### src/rtl/npu_cube_pkg.sv
// Shared widths and FSM state encoding for the NPU cube accumulator.
package npu_cube_pkg;
    localparam int DWIN  = 19;
    localparam int DWACC = 32;
    localparam int DWOUT = 16;
    localparam int DWLEN = 8;

    typedef enum logic [1:0] {IDLE, ACC, HOLD} state_t;
endpackage

### src/rtl/npu_cube_acc_sat.sv
// Clamps the wide accumulator into the output range; res = {sat_flag, data}.
module npu_cube_acc_sat #(
    parameter int DWACC = 32,
    parameter int DWOUT = 16
) (
    input  logic [DWACC-1:0] acc,
    input  logic             is_signed,
    output logic [DWOUT:0]   res
);
    localparam logic [DWACC-1:0] SMAX = {{(DWACC-DWOUT+1){1'b0}}, {(DWOUT-1){1'b1}}};
    localparam logic [DWACC-1:0] SMIN = ~SMAX;
    localparam logic [DWACC-1:0] UMAX = {{(DWACC-DWOUT){1'b0}}, {DWOUT{1'b1}}};

    always_comb begin
        res = {1'b0, acc[DWOUT-1:0]};
        if (is_signed) begin
            if ($signed(acc) > $signed(SMAX))
                res = {1'b1, SMAX[DWOUT-1:0]};
            else if ($signed(acc) < $signed(SMIN))
                res = {1'b1, SMIN[DWOUT-1:0]};
        end else if (acc > UMAX) begin
            // an unsigned group can only overflow upward
            res = {1'b1, UMAX[DWOUT-1:0]};
        end
    end
endmodule

### src/rtl/npu_cube_accumulator.sv
// Accumulates groups of add-tree partial results and hands one result per group downstream.
// Optional output clamping is enabled with `define NPU_CUBE_ACC_SAT_EN.
module npu_cube_accumulator
    import npu_cube_pkg::*;
#(
    parameter int DWIN  = npu_cube_pkg::DWIN,
    parameter int DWACC = npu_cube_pkg::DWACC,
    parameter int DWOUT = npu_cube_pkg::DWOUT,
    parameter int DWLEN = npu_cube_pkg::DWLEN
) (
    input  logic             clk,
    input  logic             rst,
    input  logic             in_valid,
    output logic             in_ready,
    input  logic [DWIN-1:0]  in_result,
    input  logic             is_signed,
    input  logic [DWLEN-1:0] acc_len_m1,
    output logic             out_valid,
    input  logic             out_ready,
    output logic [DWOUT-1:0] out_data,
    output logic             out_sat
);
    state_t           state, state_nx;
    logic [DWACC-1:0] acc;
    logic [DWLEN-1:0] cnt, len_q, cnt_inc;
    logic             sgn_q;
    logic             beat, otx, first;

    function automatic logic [DWACC-1:0] ext(input logic [DWIN-1:0] x, input logic s);
        return s ? {{(DWACC-DWIN){x[DWIN-1]}}, x} : {{(DWACC-DWIN){1'b0}}, x};
    endfunction

    assign beat    = in_valid && in_ready;
    assign otx     = out_valid && out_ready;
    assign cnt_inc = cnt + 1'b1;
    // outside ACC any accepted beat opens a new group (in HOLD it pairs with the output transfer)
    assign first   = (state != ACC);

    always_comb begin
        state_nx  = state;
        in_ready  = 1'b0;
        out_valid = 1'b0;
        case (state)
            IDLE: begin
                in_ready = !rst;
                if (beat) state_nx = (acc_len_m1 == '0) ? HOLD : ACC;
            end
            ACC: begin
                in_ready = !rst;
                if (beat && cnt_inc == len_q) state_nx = HOLD;
            end
            HOLD: begin
                out_valid = 1'b1;
                in_ready  = out_ready && !rst;
                if (otx) begin
                    if (beat) state_nx = (acc_len_m1 == '0) ? HOLD : ACC;
                    else      state_nx = IDLE;
                end
            end
            default: state_nx = IDLE;
        endcase
    end

    always_ff @(posedge clk) begin
        if (rst) begin
            state <= IDLE;
            acc   <= '0;
            cnt   <= '0;
            len_q <= '0;
            sgn_q <= 1'b0;
        end else begin
            state <= state_nx;
            if (beat) begin
                if (first) begin
                    acc   <= ext(in_result, is_signed);
                    len_q <= acc_len_m1;
                    sgn_q <= is_signed;
                    cnt   <= '0;
                end else begin
                    acc <= acc + ext(in_result, sgn_q);
                    cnt <= cnt_inc;
                end
            end
        end
    end

`ifdef NPU_CUBE_ACC_SAT_EN
    npu_cube_acc_sat #(
        .DWACC (DWACC),
        .DWOUT (DWOUT)
    ) u_sat (
        .acc       (acc),
        .is_signed (sgn_q),
        .res       ({out_sat, out_data})
    );
`else
    assign out_data = acc[DWOUT-1:0];
    assign out_sat  = 1'b0;
`endif
endmodule

### config.mk
export PLATFORM = sky130hd
export DESIGN_NAME = npu_cube_accumulator
export DESIGN_NICKNAME = d
export VERILOG_FILES = /design/src/rtl/npu_cube_pkg.sv /design/src/rtl/npu_cube_acc_sat.sv /design/src/rtl/npu_cube_accumulator.sv
export SDC_FILE = /design/constraint.sdc
export NUM_CORES = 1
export LEC_CHECK = 0
export ABC_CLOCK_PERIOD_IN_PS = 3000
export CAP_MARGIN = 25
export CORE_UTILIZATION = 35
export CTS_CLUSTER_SIZE = 20
export DETAILED_ROUTE_END_ITERATION = 8
export GPL_TIMING_DRIVEN = 0
export PLACE_DENSITY = 0.67
export RECOVER_POWER = 100
export SLEW_MARGIN = 0
export SYNTH_ARGS = -nofsm -noshare
export SYNTH_HDL_FRONTEND = slang
export SYNTH_HIERARCHICAL = 1
export SYNTH_SLANG_ARGS = --single-unit
export TNS_END_PERCENT = 10
### constraint.sdc
create_clock -name clk -period 3 [get_ports clk]
set_input_delay 0.3 -clock clk [delete_from_list [all_inputs] [get_ports clk]]
set_output_delay 0.3 -clock clk [all_outputs]
set_load 0.01 [all_outputs]
==> metrics <==
status=completed; Post-synth top flop=dfxtp_1; Via density=5.60; CTS tree=built; Synth top area share=approximately 30%; CP Launch Type=primary input; post-route clock period utilization=a little over nine tenths; WL/cell=between 10 and 15 um; Row Count=29; max-slew violation count=0; share of layout cells above drive strength 1=~3.4%; sw power=357 uW; input/output buffers=44; vias in the first global route=roughly 2200; Syn Inst Count=302; clk sink count=34; Final Net Count=~400; most numerous cell in the Yosys netlist=a21oi_1; setup repair bufs after CTS=0; Clk network pwr share=30.0%; Reg clk slew, reported paths=~0.070 ns; Final Setup Violations=0; crit path max fanout=3; die width=between 80 and 90 um; max-cap viol count=0; Final min period=2.85 ns; cts bufs inserted=5; sw frac=about 31%; final hold slack=between 0.4 and 0.5 ns; Setup TNS=0 ns; worst ir drop on vdd=approximately 0.15 mV; Least-Margin Pin Slew=approximately 1.0 ns; syn_nets=~350; DRC=0; TritonRoute pass-1 iters=4; first-pass GRT wire length=between 10000 and 15000 um; sequential area share after synthesis=between 20 and 30%; Hold Fails Final Rpt=0; DRT iter0 DRCs=between 90 and 100; Post-DRT Antenna Nets=0; GRT Overall Usage=a little under a fifth; Core Area=between 6000 and 7000 sq um; Root Buffer=clkbuf_8; ANT cells=0; pwr/cell area=~400 nW/um^2; leakage power=between 1 and 1.5 nW; top post-synthesis cells by area=dfxtp_1 (29%), a21oi_1 (8.6%), ha_1 (8.6%); Syn. warnings=6; WL final=slightly above 6000 um; Clock Tree Buf Depth=2; Commonest cells post-synth=a21oi_1 (40), nand2_1 (36), dfxtp_1 (34), nor2_1 (28), xnor2_1 (17); H-tree depth=2; DIE AREA=6950 sq um; Area growth, synth to finish=26.9%; total power=1.17 mW; post-DP HPWL=approximately 4700 um; post-synth top area cell=dfxtp_1; WP data arrival=3.00 ns; worst skew pair latency=between 0.2 and 0.3 ns; fmax=0.350 GHz; # IOs=between 50 and 60; cts hold-fix bufs=0; Starting Density=a little over a third; synthesized area=roughly 2300 sq um; Synth cell types=46; WP data required=roughly 3.2 ns; initial antenna violation count=0; vias post-DR=between 2000 and 2500; Final Skew=approximately 0.0060 ns; FFs w/ async S/R, synth=0%; Post-synth EDFFs=0; largest net degree at the start of global routing=11; RSZ-0062 raised after global routing=false; Die Span Y=approximately 83 um; GRT Residual Overflow=0; flip-flop and latch count after synthesis=34; CP endpoint kind=register; cell internal pwr=812 uW; syn_area_per_cell=7.68 sq um; Reg power frac=between 40% and 50%; Final Wtd Congestion=~0.9; power share of the combinational group=between 20 and 30%; Slew headroom=30.1%; Post-CTS Resized=0; Hold Crit Class=reg2reg; CP Class=in2reg
## routing by layer
layer,vias to the layer above,track usage [%],part of all wire [%]
li1,1201,-,-
met1,1146,23.2,45
met2,57,32.2,49
met3,11,3.28,4.3
met4,0,6.58,1.8
met5,-,0,0
## sequential cells by signal (all words and copies together), names as in the netlist
name and cells:
acc 16, len_q 8, state 2, cnt 8
## cells in the final DEF, fill, tap and decap left out, types with 4 or more instances in the layout
master / instances
a211oi_1: 8
nand3_1: 5
o22ai_1: 4
dlygate4sd3_1: 19
ha_1: 16
and3_1: 7
dfxtp_1: 34
clkbuf_1: 16
nand2_1: 36
a31oi_1: 4
xor2_1: 4
nand2b_1: 5
a21oi_1: 40
nor4_1: 4
nor2b_1: 5
a21o_1: 6
xnor2_1: 17
o21ai_0: 16
nor2_1: 28
clkbuf_8: 6
inv_1: 4
clkdlybuf4s50_1: 25
nor3_1: 5
nor3b_1: 4
## final cells by class
type / count / area, sq um
Clock inverter: 1 / 5.00
Sequential cell: 34 / 681
Multi-Input combinational cell: 248 / 1560
Timing Repair Buffer: 44 / 440
Inverter: 4 / 15.0
Clock buffer: 7 / 86.3
Fill cell: 666 / 3440
Buffer: 16 / 63.8
Tap cell: 77 / 96.3
## path summary, 6_finish.rpt
check / startpoint / endpoint / slack (ns) / cells past startpoint
max: in_result[0] / acc[12] / 0.15 / 10
min: len_q[7] / len_q[7] / 0.47 / 2
max reg2reg: acc[0] / acc[12] / 0.30 / 9
min reg2reg: len_q[7] / len_q[7] / 0.47 / 2
## power by group through the flow
stage | registers (mW) | logic [mW] | clock network, mW
floorplan | 0.508 | 0.201 | 0
global placement | 0.505 | 0.324 | 0
detailed placement | 0.505 | 0.329 | 0
CTS | 0.495 | 0.331 | 0.363
global route | 0.498 | 0.360 | 0.383
finish | 0.494 | 0.325 | 0.351
## cell families after synthesis
logic type | after synthesis | share of synthesized area [%]
AO/OA/AOI/OAI | 99 | 26.8
multiplexers | 1 | 0.432
XOR/XNOR | 21 | 7.93
flip-flops | 34 | 29.4
AND/OR/NAND/NOR | 109 | 22.4
other | 1 | 0.162
adder cells (fa/ha/maj) | 17 | 9.50
buffers and inverters | 20 | 3.40
## per-stage QoR
step	utilization (%)	area, sq um	worst slack [ns]	std cells
6_report	46.1	2940	0.146	431
5_1_grt	46.1	2940	0.0490	431
4_1_cts	46.1	2950	0.175	431
3_5_place_dp	44.7	2860	-0.112	423
3_3_place_gp	44.7	2860	-0.106	423
2_1_floorplan	-	2320	0.450	302
## worst max-delay path, cell delays in order
cell and delay (ns):
clkdlybuf4s50_1 0.43, ha_1 0.25, fa_1 0.42, a21oi_2 0.17, o21ai_1 0.11, a2111o_1 0.41, a221o_2 0.40, a31oi_1 0.22
xor2_1 0.18, o22ai_1 0.10
No activity file was read; power rests on OpenSTA's default activity.
